[config.mk]
export PLATFORM = sky130hd
export DESIGN_NAME = ram_access_seq
export DESIGN_NICKNAME = d
export VERILOG_FILES = /design/src/rtl/hc4_mem_pkg.sv /design/src/rtl/ram_access_seq.sv
export SDC_FILE = /design/constraint.sdc
export NUM_CORES = 1
export LEC_CHECK = 0
export BUFFER_PORTS_ARGS = -buffer_cell sky130_fd_sc_hd__buf_2
export CAP_MARGIN = 20
export CORE_UTILIZATION = 40
export CTS_BUF_LIST = sky130_fd_sc_hd__clkbuf_16
export DETAILED_ROUTE_END_ITERATION = 8
export MAX_ROUTING_LAYER = met4
export REMOVE_ABC_BUFFERS = 1
export SYNTH_ARGS = -nofsm -noshare
export SYNTH_HDL_FRONTEND = slang
export SYNTH_SLANG_ARGS = --single-unit
[constraint.sdc]
create_clock -name clk -period 5.3 [get_ports clk]
set_input_delay 1.06 -clock clk [delete_from_list [all_inputs] [get_ports clk]]
set_output_delay 1.06 -clock clk [all_outputs]
set_load 0.02 [all_outputs]
[src/rtl/hc4_mem_pkg.sv]
// Shared types and constants for the nibble-RAM access sequencer.
package hc4_mem_pkg;

    localparam int RD_LAT_DEF = 2;  // default RAM read latency in cycles
    localparam int NIB_W      = 4;  // RAM data width (one nibble)

    typedef enum logic [2:0] {
        IDLE,
        WR_LO,
        WR_HI,
        RD_LO,
        RD_HI,
        RESP
    } state_e;

endpackage

[src/rtl/ram_access_seq.sv]
// Bus-master sequencer in front of the 256-nibble RAM. Turns one- or
// two-nibble core requests into RAM address/write cycles and assembles
// the read data.
//
// Optional build macro RAM_WRAP_ERR_EN adds rsp_err, flagging a wide
// access that started at the top address and wrapped to address 0.
//
// Read timing: the low-nibble phase waits RD_LAT+1 cycles, giving the
// shared bus a turnaround cycle after the request is latched. The
// high-nibble phase waits exactly RD_LAT cycles, because its address is
// put on the bus at the same edge that samples the low nibble.
module ram_access_seq
    import hc4_mem_pkg::*;
#(
    parameter int RD_LAT = RD_LAT_DEF,  // legal 1..3
    parameter int AW     = 8
) (
    input  logic             clk,
    input  logic             rst_n,
    input  logic             req_valid,
    output logic             req_ready,
    input  logic             req_we,
    input  logic             req_wide,
    input  logic [AW-1:0]    req_addr,
    input  logic [7:0]       req_wdata,
    output logic             rsp_valid,
    output logic [7:0]       rsp_rdata,
`ifdef RAM_WRAP_ERR_EN
    output logic             rsp_err,
`endif
    output logic [AW-1:0]    ram_addr,
    output logic             ram_we,
    output logic [NIB_W-1:0] ram_wdata,
    output logic             ram_oe,
    input  logic [NIB_W-1:0] ram_rdata
);

    localparam logic [1:0] LAT_CNT = 2'(RD_LAT);

    state_e           state_q,   state_d;
    logic [AW-1:0]    addr_q,    addr_d;
    logic             wide_q,    wide_d;
    logic [NIB_W-1:0] whi_q,     whi_d;      // high write nibble, used in WR_HI
    logic [1:0]       cnt_q,     cnt_d;      // read latency counter
    logic [AW-1:0]    raddr_q,   raddr_d;
    logic             rwe_q,     rwe_d;
    logic [NIB_W-1:0] rwdata_q,  rwdata_d;
    logic [7:0]       rdata_q,   rdata_d;
`ifdef RAM_WRAP_ERR_EN
    logic             err_q,     err_d;
`endif

    // Next-state and RAM-cycle generation; RAM outputs are registered so
    // they are glitch-free for the whole cycle they apply to.
    always_comb begin
        state_d  = state_q;
        addr_d   = addr_q;
        wide_d   = wide_q;
        whi_d    = whi_q;
        cnt_d    = cnt_q;
        raddr_d  = raddr_q;
        rwe_d    = 1'b0;
        rwdata_d = rwdata_q;
        rdata_d  = rdata_q;
`ifdef RAM_WRAP_ERR_EN
        err_d    = err_q;
`endif
        case (state_q)
            IDLE: begin
                if (req_valid) begin
                    addr_d  = req_addr;
                    wide_d  = req_wide;
                    whi_d   = req_wdata[7:4];
                    raddr_d = req_addr;
                    cnt_d   = 2'd0;
`ifdef RAM_WRAP_ERR_EN
                    err_d   = req_wide && (req_addr == {AW{1'b1}});
`endif
                    if (req_we) begin
                        state_d  = WR_LO;
                        rwe_d    = 1'b1;
                        rwdata_d = req_wdata[3:0];
                    end else begin
                        state_d  = RD_LO;
                    end
                end
            end
            WR_LO: begin
                if (wide_q) begin
                    state_d  = WR_HI;
                    raddr_d  = addr_q + AW'(1);
                    rwdata_d = whi_q;
                    rwe_d    = 1'b1;
                end else begin
                    state_d  = RESP;
                end
            end
            WR_HI: state_d = RESP;
            RD_LO: begin
                if (cnt_q == LAT_CNT) begin
                    rdata_d = {4'b0, ram_rdata};
                    if (wide_q) begin
                        state_d = RD_HI;
                        raddr_d = addr_q + AW'(1);
                        cnt_d   = 2'd1;  // the address edge itself counts
                    end else begin
                        state_d = RESP;
                    end
                end else begin
                    cnt_d = cnt_q + 2'd1;
                end
            end
            RD_HI: begin
                if (cnt_q == LAT_CNT) begin
                    rdata_d[7:4] = ram_rdata;
                    state_d      = RESP;
                end else begin
                    cnt_d = cnt_q + 2'd1;
                end
            end
            RESP:    state_d = IDLE;
            default: state_d = IDLE;
        endcase
    end

    // State register with synchronous active-low reset.
    always_ff @(posedge clk) begin
        if (!rst_n) begin
            state_q  <= IDLE;
            addr_q   <= '0;
            wide_q   <= 1'b0;
            whi_q    <= '0;
            cnt_q    <= 2'd0;
            raddr_q  <= '0;
            rwe_q    <= 1'b0;
            rwdata_q <= '0;
            rdata_q  <= '0;
`ifdef RAM_WRAP_ERR_EN
            err_q    <= 1'b0;
`endif
        end else begin
            state_q  <= state_d;
            addr_q   <= addr_d;
            wide_q   <= wide_d;
            whi_q    <= whi_d;
            cnt_q    <= cnt_d;
            raddr_q  <= raddr_d;
            rwe_q    <= rwe_d;
            rwdata_q <= rwdata_d;
            rdata_q  <= rdata_d;
`ifdef RAM_WRAP_ERR_EN
            err_q    <= err_d;
`endif
        end
    end

    assign req_ready = (state_q == IDLE);
    assign rsp_valid = (state_q == RESP);
    assign rsp_rdata = rdata_q;
    assign ram_addr  = raddr_q;
    assign ram_we    = rwe_q;
    assign ram_oe    = rwe_q;
    assign ram_wdata = rwdata_q;
`ifdef RAM_WRAP_ERR_EN
    assign rsp_err   = err_q;
`endif

endmodule

==> summary.md <==
| Metric | Value |
|---|---|
| Run status | complete, no violations |
| PostCTS Resize Cnt | 0 |
| Area of the die | between 5000 and 6000 um^2 |
| Number of register bits inferred by synthesis | 39 |
| Layout cells sized above 1 | 0.243 |
| Number of buffers created by CTS | 5 |
| Starting utilization of the core area | 0.415 |
| Post-synthesis instance area | a little under 2000 um^2 |
| Input/output buffers | 48 |
| Final Max Tran Viols | 0 |
| Worst-case clock buffer depth | 2 |
| Slowest cell on crit path | dfxtp_1 |
| Synthesis-to-layout area growth | 19.3% |
| Kind of launch point of the worst setup path | flip-flop |
| Post-CTS repair timing setup buffer count | 0 |
| Drt via density | 5.22 |
| Vias in the first global route | 1693 |
| Setup repair after global routing missed its margin | no |
| Remaining Overflow, GRT | 0 |
| Final cell utilization of the core | 0.495 |
| Final setup violation count | 0 |
| Cell count after placement | 326 |
| Count of buffer and inverter cells on the critical path | 1 |
| Violation count after the first detailed-routing iteration | between 100 and 150 |
| Max transition margin | 0.515 |
| Most used flip-flop cell after synthesis | dfxtp_1 |
| Routability cong. | slightly above 0.8 |
| Highest net fanout along the worst path | 23 |
| Async set-reset flop share out of synthesis | 0 |
| DR pass1 iterations | 4 |
| Proportion of synthesized chip area in sequential cells | 0.398 |
| Clock latency reported for the late side of the worst-skew pair | roughly 0.28 ns |
| Peak VDD IR | between 0.0002 and 0.00025 V |
| Reported max-cap violation count | 0 |
| Fin crit share | 0.486 |
| Clock Skews | 0.00369 ns |
| Maximum number of pins on one net before global-route repair | 34 |
| Dominant cell type by area after synthesis | dfxtp_1 |
| Antenna diode instance count | 0 |
| # DRC | 0 |
| Post-DR wirelength/cell | roughly 13 um |
| Final instance count without filler cells | roughly 340 |
| Actual transition at the worst max-transition pin | 0.726 ns |
| Leakage dissipation | 0.959 nW |
| Yosys warning count | 0 |
| Power density cells | 508 nW/um^2 |
| Peak per-stage delay on the critical path | a little under 0.8 ns |
| Sum Neg Setup Slack | 0 ns |
| Die boundary height | 72.0 um |
| CP Capture Type | output pin |
| Die boundary width | around 72 um |
| Number of failing hold endpoints at the final stage | 0 |
| HPWL Detailed | between 3000 and 4000 um |
| Hold buffer count at cts | 0 |
| Kind of cell with the highest combined delay on the critical path | flip-flops |
| Global-route wire length before repair | roughly 7700 um |
| Clock tree from TritonCTS | built |
| Antenna violations before repair | 0 |
| Detailed Route WL | between 4000 and 5000 um |
| EDFF count, synth | 0 |
| Area of the core | about 4700 um^2 |
| Root Buffer Master | clkbuf_16 |
| Number of placement rows | 25 |
| Post-synth cell types | slightly below 50 |
| Count of clock tree sinks | 39 |
| Main area contributors after synthesis | dfxtp_1 (40%), nand2_1 (7.3%), a21oi_1 (6.6%) |
| Clk slew on worst S/H paths | approximately 0.060 ns |
| I/O pin total | approximately 50 |
| Number of nets in the layout | between 200 and 300 |
| Arrival time worst endpoint | ~1.5 ns |
| Total GRT Usage | 0.192 |
| Ordered list of cells on the worst path | and3_1 -> buf_2 |
| CTS H-Tree Depth | 2 |
| Average cell area after synthesis | ~8.6 um^2 |
| CP required | 4.24 ns |
| Period minus WS final | about 2.6 ns |
| Antenna-violating nets left | 0 |
| Worst min-delay path class | flip-flop to flip-flop |
| DR vias | approximately 1700 |
| Setup CP Type | flip-flop to output pin |
| Gate Count Post-Synth | 228 |
| Maximum clock rate | 388 MHz |
| Share of Yosys cell area claimed by the top area cell type | 0.398 |
per-stage QoR:
step,hold slack (ns),cell area [um^2],total power (W),setup slack [ns]
after floorplan,0.436,1850,0.000763,2.96
after global placement,0.437,2170,0.000903,2.65
after detailed placement,0.441,2170,0.000905,2.63
after CTS,0.449,2310,0.00119,2.74
after global routing,0.478,2340,0.00128,2.65
final,0.447,2340,0.00119,2.72
final timing paths:
path,start,end,slack [ns],cells past startpoint
hold reg to reg,rsp_rdata[5],rsp_rdata[5],0.45,2
hold / removal,rsp_rdata[5],rsp_rdata[5],0.45,2
setup / recovery,state_q[2],rsp_valid,2.72,2
setup reg to reg,cnt_q[0],ram_addr[5],2.97,6
state kept, by name, summed over array words and instances, names as in the netlist:
signal / flops
addr_q: 8
cnt_q: 2
ram_addr: 8
ram_oe: 1
ram_wdata: 4
rsp_rdata: 8
state_q: 3
whi_q: 4
wide_q: 1
synthesized netlist by cell type (2+ instances only):
| cell type | count |
|---|---|
| dfxtp_1 | 39 |
| nand2_1 | 38 |
| a21oi_1 | 26 |
| nor2_1 | 12 |
| mux2i_1 | 11 |
| inv_1 | 7 |
| o211ai_1 | 6 |
| buf_2 | 5 |
| clkbuf_1 | 5 |
| a211oi_1 | 4 |
| and2_1 | 4 |
| and3_1 | 4 |
| ha_1 | 4 |
| nand3_1 | 4 |
| o21ai_0 | 4 |
| a2111oi_0 | 3 |
| a311oi_1 | 3 |
| a31o_2 | 3 |
| buf_6 | 3 |
| nor3_1 | 3 |
| o2bb2ai_1 | 3 |
| xor2_1 | 3 |
| a221o_2 | 2 |
| buf_4 | 2 |
| nand3b_1 | 2 |
| nand4_1 | 2 |
| nor3b_1 | 2 |
| nor4_1 | 2 |
| xnor2_1 | 2 |
per-layer routing:
layer,track usage,vias to the layer above,share of wire
met5,-,-,0
met4,0.0523,0,0.0097
met3,0.0417,5,0.044
met2,0.313,39,0.47
met1,0.242,805,0.48
li1,-,900,-
cell type report:
cell class                      count  area (um^2)
Inverter                            7         26.3
Timing Repair Buffer               49          268
Clock inverter                      3         16.3
Fill cell                         480         2380
Tap cell                           67         83.8
Clock buffer                        5          125
Sequential cell                    39          781
Multi-Input combinational cell    165         1040
report_power, final:
part | total, W | switching (W) | internal, W
logic | 0.000454 | 0.000276 | 0.000178
registers | 0.000448 | 0.0000870 | 0.000361
clock network | 0.000288 | 0.000116 | 0.000172
cell usage in the layout (no fill, tap or decap), drive strengths merged, types with 4 or more instances in the layout:
cell     n
ha       4
dfxtp   39
inv      8
and2     4
and3     4
clkbuf   5
mux2i   11
nand2   39
a211oi   5
nand3    4
buf     49
o21ai    4
o211ai   6
a21oi   26
nor2    12
kinds of logic (layout without fill, tap and decap cells):
| logic type | Yosys count | in the layout | synth area share |
|---|---|---|---|
| AND/OR/NAND/NOR | 81 | 81 | 0.200 |
| XOR/XNOR | 5 | 5 | 0.0223 |
| adder cells (fa/ha/maj) | 4 | 4 | 0.0255 |
| buffers and inverters | 24 | 64 | 0.0721 |
| multiplexers | 11 | 11 | 0.0561 |
| flip-flops | 39 | 39 | 0.398 |
| AO/OA/AOI/OAI | 64 | 64 | 0.226 |
worst register-to-register path: stages (launching register included):
cell and delay [ns]:
dfxtp_1 0.32, inv_1 0.12, ha_1 0.36, and2b_2 0.28
o2bb2ai_1 0.47, nand2_1 0.26, a221o_2 0.41
Power figures use the tool's default switching activity.
